$ cat src/rtl/fifo_uart_tx.sv
// fifo_uart_tx: UART transmitter that pops words from an upstream FIFO
// and serialises them (start, data LSB first, optional parity, stop bits).
// Ports: clk, rst_n (async low); en gates new frames; fifo_empty/fifo_data
// in, fifo_rd_en pop out; tx serial line (idle high); busy; frame_done.
module fifo_uart_tx #(
  parameter int DATA_WIDTH   = 8,
  parameter int CLKS_PER_BIT = 16,
  parameter int PARITY       = 0,
  parameter int STOP_BITS    = 1
) (
  input  logic                  clk,
  input  logic                  rst_n,
  input  logic                  en,
  input  logic                  fifo_empty,
  input  logic [DATA_WIDTH-1:0] fifo_data,
  output logic                  fifo_rd_en,
  output logic                  tx,
  output logic                  busy,
  output logic                  frame_done
);

  localparam int CW = (CLKS_PER_BIT > 1) ? $clog2(CLKS_PER_BIT) : 1;
  localparam int BW = $clog2(DATA_WIDTH + 1);

  typedef enum logic [2:0] {
    IDLE, FETCH, START, DATA, PAR, STOP
  } state_t;

  state_t state, state_nx;

  logic [CW-1:0]         baud;
  logic [BW-1:0]         bit_cnt;
  logic [DATA_WIDTH-1:0] shreg;
  logic [DATA_WIDTH-1:0] sh_nx;
  logic                  par_bit;
  logic                  tx_q;
  logic                  tick;
  logic                  last_data;
  logic                  last_stop;

  assign tick      = (baud == CW'(CLKS_PER_BIT - 1));
  assign last_data = (bit_cnt == BW'(DATA_WIDTH - 1));
  assign last_stop = (bit_cnt == BW'(STOP_BITS - 1));
  assign sh_nx     = shreg >> 1;
  assign tx        = tx_q;

  always_ff @(posedge clk or negedge rst_n) begin
    if (!rst_n) state <= IDLE;
    else        state <= state_nx;
  end

  always_comb begin
    state_nx = state;
    unique case (state)
      IDLE:  if (fifo_rd_en) state_nx = FETCH;
      FETCH: state_nx = START;
      START: if (tick) state_nx = DATA;
      DATA:
        if (tick && last_data)
          state_nx = (PARITY != 0) ? PAR : STOP;
      PAR:   if (tick) state_nx = STOP;
      STOP:  if (tick && last_stop) state_nx = IDLE;
      default: state_nx = IDLE;
    endcase
  end

  always_comb begin
    fifo_rd_en = 1'b0;
    busy       = 1'b0;
    frame_done = 1'b0;
    fifo_rd_en = (state == IDLE) & en & ~fifo_empty;
    busy       = (state != IDLE) | fifo_rd_en;
    frame_done = (state == STOP) & tick & last_stop;
  end

  // Baud counter restarts on every state change so each bit
  // gets a full CLKS_PER_BIT period from its first cycle.
  always_ff @(posedge clk or negedge rst_n) begin
    if (!rst_n)
      baud <= '0;
    else if (state_nx != state || tick || state == IDLE)
      baud <= '0;
    else
      baud <= baud + 1'b1;
  end

  always_ff @(posedge clk or negedge rst_n) begin
    if (!rst_n) begin
      tx_q    <= 1'b1;
      bit_cnt <= '0;
      shreg   <= '0;
      par_bit <= 1'b0;
    end else begin
      unique case (state)
        IDLE: tx_q <= 1'b1;
        FETCH: begin
          shreg   <= fifo_data;
          par_bit <= (PARITY == 2) ? ~^fifo_data : ^fifo_data;
          bit_cnt <= '0;
          tx_q    <= 1'b0;
        end
        START:
          if (tick) tx_q <= shreg[0];
        DATA:
          if (tick) begin
            if (last_data) begin
              bit_cnt <= '0;
              tx_q    <= (PARITY != 0) ? par_bit : 1'b1;
            end else begin
              bit_cnt <= bit_cnt + 1'b1;
              shreg   <= sh_nx;
              tx_q    <= sh_nx[0];
            end
          end
        PAR:
          if (tick) tx_q <= 1'b1;
        STOP: begin
          tx_q <= 1'b1;
          if (tick) begin
            if (last_stop) bit_cnt <= '0;
            else           bit_cnt <= bit_cnt + 1'b1;
          end
        end
        default: tx_q <= 1'b1;
      endcase
    end
  end

endmodule
$ cat config.mk
export PLATFORM = sky130hd
export DESIGN_NAME = fifo_uart_tx
export DESIGN_NICKNAME = d
export VERILOG_FILES = /design/src/rtl/fifo_uart_tx.sv
export SDC_FILE = /design/constraint.sdc
export NUM_CORES = 1
export LEC_CHECK = 0
export BUFFER_PORTS_ARGS = -buffer_cell sky130_fd_sc_hd__buf_2
export CAP_MARGIN = 30
export CORE_ASPECT_RATIO = 0.8
export CORE_MARGIN = 8
export CORE_UTILIZATION = 60
export CTS_BUF_LIST = sky130_fd_sc_hd__clkbuf_8
export DETAILED_ROUTE_END_ITERATION = 6
export PLACE_DENSITY = 0.83
export SETUP_SLACK_MARGIN = 0.4
export SLEW_MARGIN = 20
export SYNTH_ARGS = -nofsm -noshare
export SYNTH_HDL_FRONTEND = slang
export SYNTH_SLANG_ARGS = --single-unit
$ cat constraint.sdc
create_clock -name clk -period 4.1 [get_ports clk]
set_clock_uncertainty 0.1 [all_clocks]
set_input_delay 0.41 -clock clk [delete_from_list [all_inputs] [get_ports clk]]
set_output_delay 0.41 -clock clk [all_outputs]
set_load 0.05 [all_outputs]
==> run_results.csv <==
group,metric,value,unit
die,die_w,66.1,µm
grt,grt_max_degree,21,
layout,final_net_count,152,
clock_tree,clkSlewWorstSetupHoldPaths,70,ps
worst_setup_path,worstPathArrival,1790,ps
clock_tree,cts_tree,"yes",
worst_setup_path,worst-setup-path-type,"flip-flop to output pin",
place,gp_routability_congestion,0.801,
power_and_ir_drop,vdd.ir_drop.worst,495,µV
worst_setup_path,worst_r2r_startpoint,"state[0]$_DFF_PN0_",
yosys,cell_types_occupying_the_most_area_after_synthesis,"sky130_fd_sc_hd__dfrtp_1 (40%), sky130_fd_sc_hd__mux2i_1 (7.5%), sky130_fd_sc_hd__nand2_1 (5.0%)",
die,fp-row-count,14,
clock_tree,insertion_delay,260,ps
yosys,synth.top_cells.by_count,"sky130_fd_sc_hd__dfrtp_1 (19), sky130_fd_sc_hd__nand2_1 (16), sky130_fd_sc_hd__o21ai_0 (10)",
place,post-place-ws,2080,ps
yosys,synth.top_cell.area_share,0.395,
timing,final.setup.tns,0,ps
drt,post_drt_via_cell_ratio,5.76,
timing,timing_max_transition_violations_final,0,
worst_setup_path,critPathLaunchType,"flip-flop",
worst_hold_path,worst_hold_startpoint,"fifo_data[7]",
layout,multiInputGateArea,617,µm²
timing,worst_slew_pin_slew,511,ps
clock_tree,cts-htree-levels,1,
yosys,synth_enable_flop_cells,0,
yosys,synth-async-reset-ratio,1.00,
grt,globalRouteTotalUtil,0.121,
drt,dr_wl_met2,951,µm
yosys,synthCells,124,
timing,hold_viol,0,
die,die_height,56.0,µm
drt,routed-via-count,921,
layout,area_delta_synth_final,7.91,%
power_and_ir_drop,total_power,788,µW
clock_tree,cts_buffer_depth,2,
worst_setup_path,cp_data_required_time,3590,ps
timing,final-setup-viol-count,0,
grt,antenna_found_initial,0,
die,top_level_ports,16,
drt,postRouteAntennaNets,0,
worst_setup_path,critPathLaunch,"bit_cnt[0]$_DFFE_PN0P_",
yosys,yosys.cell_types.count,40,
worst_setup_path,path_max_fanout,5,
drt,drt_wl_total,2180,µm
grt,grt_remaining_overflow,0,
drt,dr.first_iter.drc_count,25,
die,initial_core_util,0.636,
worst_setup_path,worst_setup_end_kind,"output pin",
clock_tree,post_cts.repair.setup_buffers,0,
timing,layout_min_cycle_time,2300,ps
clock_tree,holdBufCountCts,1,
power_and_ir_drop,powerDensity,608,mW/mm²
yosys,synth.largest_area_cell,"sky130_fd_sc_hd__dfrtp_1",
layout,diodes,0,
yosys,synth_nets,139,
die,floorplan.core_area,0.00189,mm²
grt,grt_pass1_wl,3680,µm
layout,final_layout_size_suffix_gt1_frac,0.184,
drt,detail_route.drc_violations,0,
timing,finalWorstSetupSlack,1800,ps
yosys,post-synth-top-count-cell,"sky130_fd_sc_hd__dfrtp_1",
yosys,synth_seq_cells,20,
power_and_ir_drop,p_leak,0.619,nW
place,placement.io_buffers,15,
clock_tree,tritoncts_buffer_count,3,
layout,filler_cell_count,160,
drt,first_pass_iters,4,
yosys,syn_area,0.00120,mm²
yosys,synth_flop_cell,"sky130_fd_sc_hd__dfrtp_1",
drt,met3RoutedLength,117,µm
yosys,synthesis.yosys.warnings,0,
layout,final_core_util,0.686,
layout,seq_area,502,µm²
die,die-area,0.00370,mm²
timing,grt_setup_unrepaired,"no",
clock_tree,cts.sink_count,20,
place,post-dp-hpwl,1600,µm
timing,max_slew_headroom,0.660,
drt,met1Wirelength,1090,µm
clock_tree,cts_root_buffer,"sky130_fd_sc_hd__clkbuf_8",
timing,timing.fmax,0.435,GHz
run,drv.max_cap_violation_count,0,
drt,highest-signal-layer,"met4",
clock_tree,post_cts_resize_count,0,
yosys,syn_area_per_cell,9.70,µm²
run_status,run_status,"complete, no violations",
grt,first_global_vias,872,
worst_hold_path,hold_path_class,"primary input to flip-flop",
yosys,synth_sequential_area_ratio,0.417,
drt,drt-wirelength-per-cell,13.6,µm
timing,final_min_period_over_clock_period,0.560,
==> cell usage in the layout (no fill, tap or decap), drive strengths merged <==
cell type and count:
nand2 16, ha 3, a41o 1, nand2b 4
clkbuf 3, nand3 4, dfstp 1, and3b 2
o21ai 12, nor3 4, nor2 7, o21bai 1
nor2b 1, and3 3, nand3b 3, nor3b 2
dfrtp 19, and2 1, o211a 1, buf 15
xnor2 1, o22ai 2, a31oi 5, maj3 1
a211oi 1, nand4 1, a2111oi 1, a311oi 1
inv 6, mux2i 9, dlygate4sd3 1, a21o 1
a21oi 3
==> cell type report <==
| cell class | count | share of cell area |
|---|---|---|
| multi-input combinational | 91 | 0.475 |
| sequential | 20 | 0.387 |
| timing repair buffer | 16 | 0.0656 |
| inverter | 5 | 0.0145 |
| clock buffer | 3 | 0.0318 |
| clock inverter | 1 | 0.00289 |
| tap | 24 | 0.0231 |
==> power breakdown <==
part | total (mW) | switching (mW) | internal (mW)
logic | 0.306 | 0.166 | 0.140
registers | 0.354 | 0.0751 | 0.279
clock network | 0.128 | 0.0612 | 0.0666
total | 0.788 | 0.303 | 0.486
==> registers in the layout, indices dropped and copies added (netlist names) <==
name / flops
bit_cnt: 4
tx: 1
baud: 4
state: 3
shreg: 8
==> layer usage <==
| metal | vias up | GRT usage |
|---|---|---|
| li1 | 464 | - |
| met1 | 436 | 0.147 |
| met2 | 16 | 0.190 |
| met3 | 5 | 0.0523 |
| met4 | 0 | 0.0274 |
| met5 | - | 0 |
==> per-stage QoR <==
| step | instances | hold slack (ps) | instance area (µm²) |
|---|---|---|---|
| 3_3_place_gp | 155 | 273 | 1240 |
| 2_1_floorplan | 124 | 14.4 | 1200 |
| 6_report | 160 | 259 | 1300 |
| 4_1_cts | 160 | 261 | 1300 |
| 5_1_grt | 160 | 275 | 1300 |
| 3_5_place_dp | 155 | 277 | 1240 |
==> logic make-up (layout without fill, tap and decap cells) <==
| logic type | count (synthesis) | count (layout) | synth area share |
|---|---|---|---|
| simple gates | 48 | 48 | 0.216 |
| compound gates | 29 | 29 | 0.175 |
| buf+inv | 13 | 25 | 0.0697 |
| fa+ha+maj | 4 | 4 | 0.0395 |
| mux | 9 | 9 | 0.0749 |
| flops | 20 | 20 | 0.417 |
| xor+xnor | 1 | 1 | 0.00729 |
==> final timing paths <==
path	slack (ps)	endpoint	cells after the start
max	1800	frame_done	6
max reg2reg	2230	shreg[5]$_DFFE_PN0P_	4
min reg2reg	390	shreg[0]$_DFFE_PN0P_	2
min	260	shreg[7]$_DFFE_PN0P_	3
max in group asynchronous	3030	tx$_DFFE_PN1P_	2
min in group asynchronous	520	shreg[3]$_DFFE_PN0P_	2
==> critical path, cell delays in order (launching register included) <==
cell and delay, ps:
sky130_fd_sc_hd__dfrtp_1 420, sky130_fd_sc_hd__inv_1 90, sky130_fd_sc_hd__ha_1 140, sky130_fd_sc_hd__nor3b_1 420
sky130_fd_sc_hd__nand2_1 100, sky130_fd_sc_hd__nor2_1 90, sky130_fd_sc_hd__buf_2 270
Note: power is estimated with default switching activity, not from simulation.
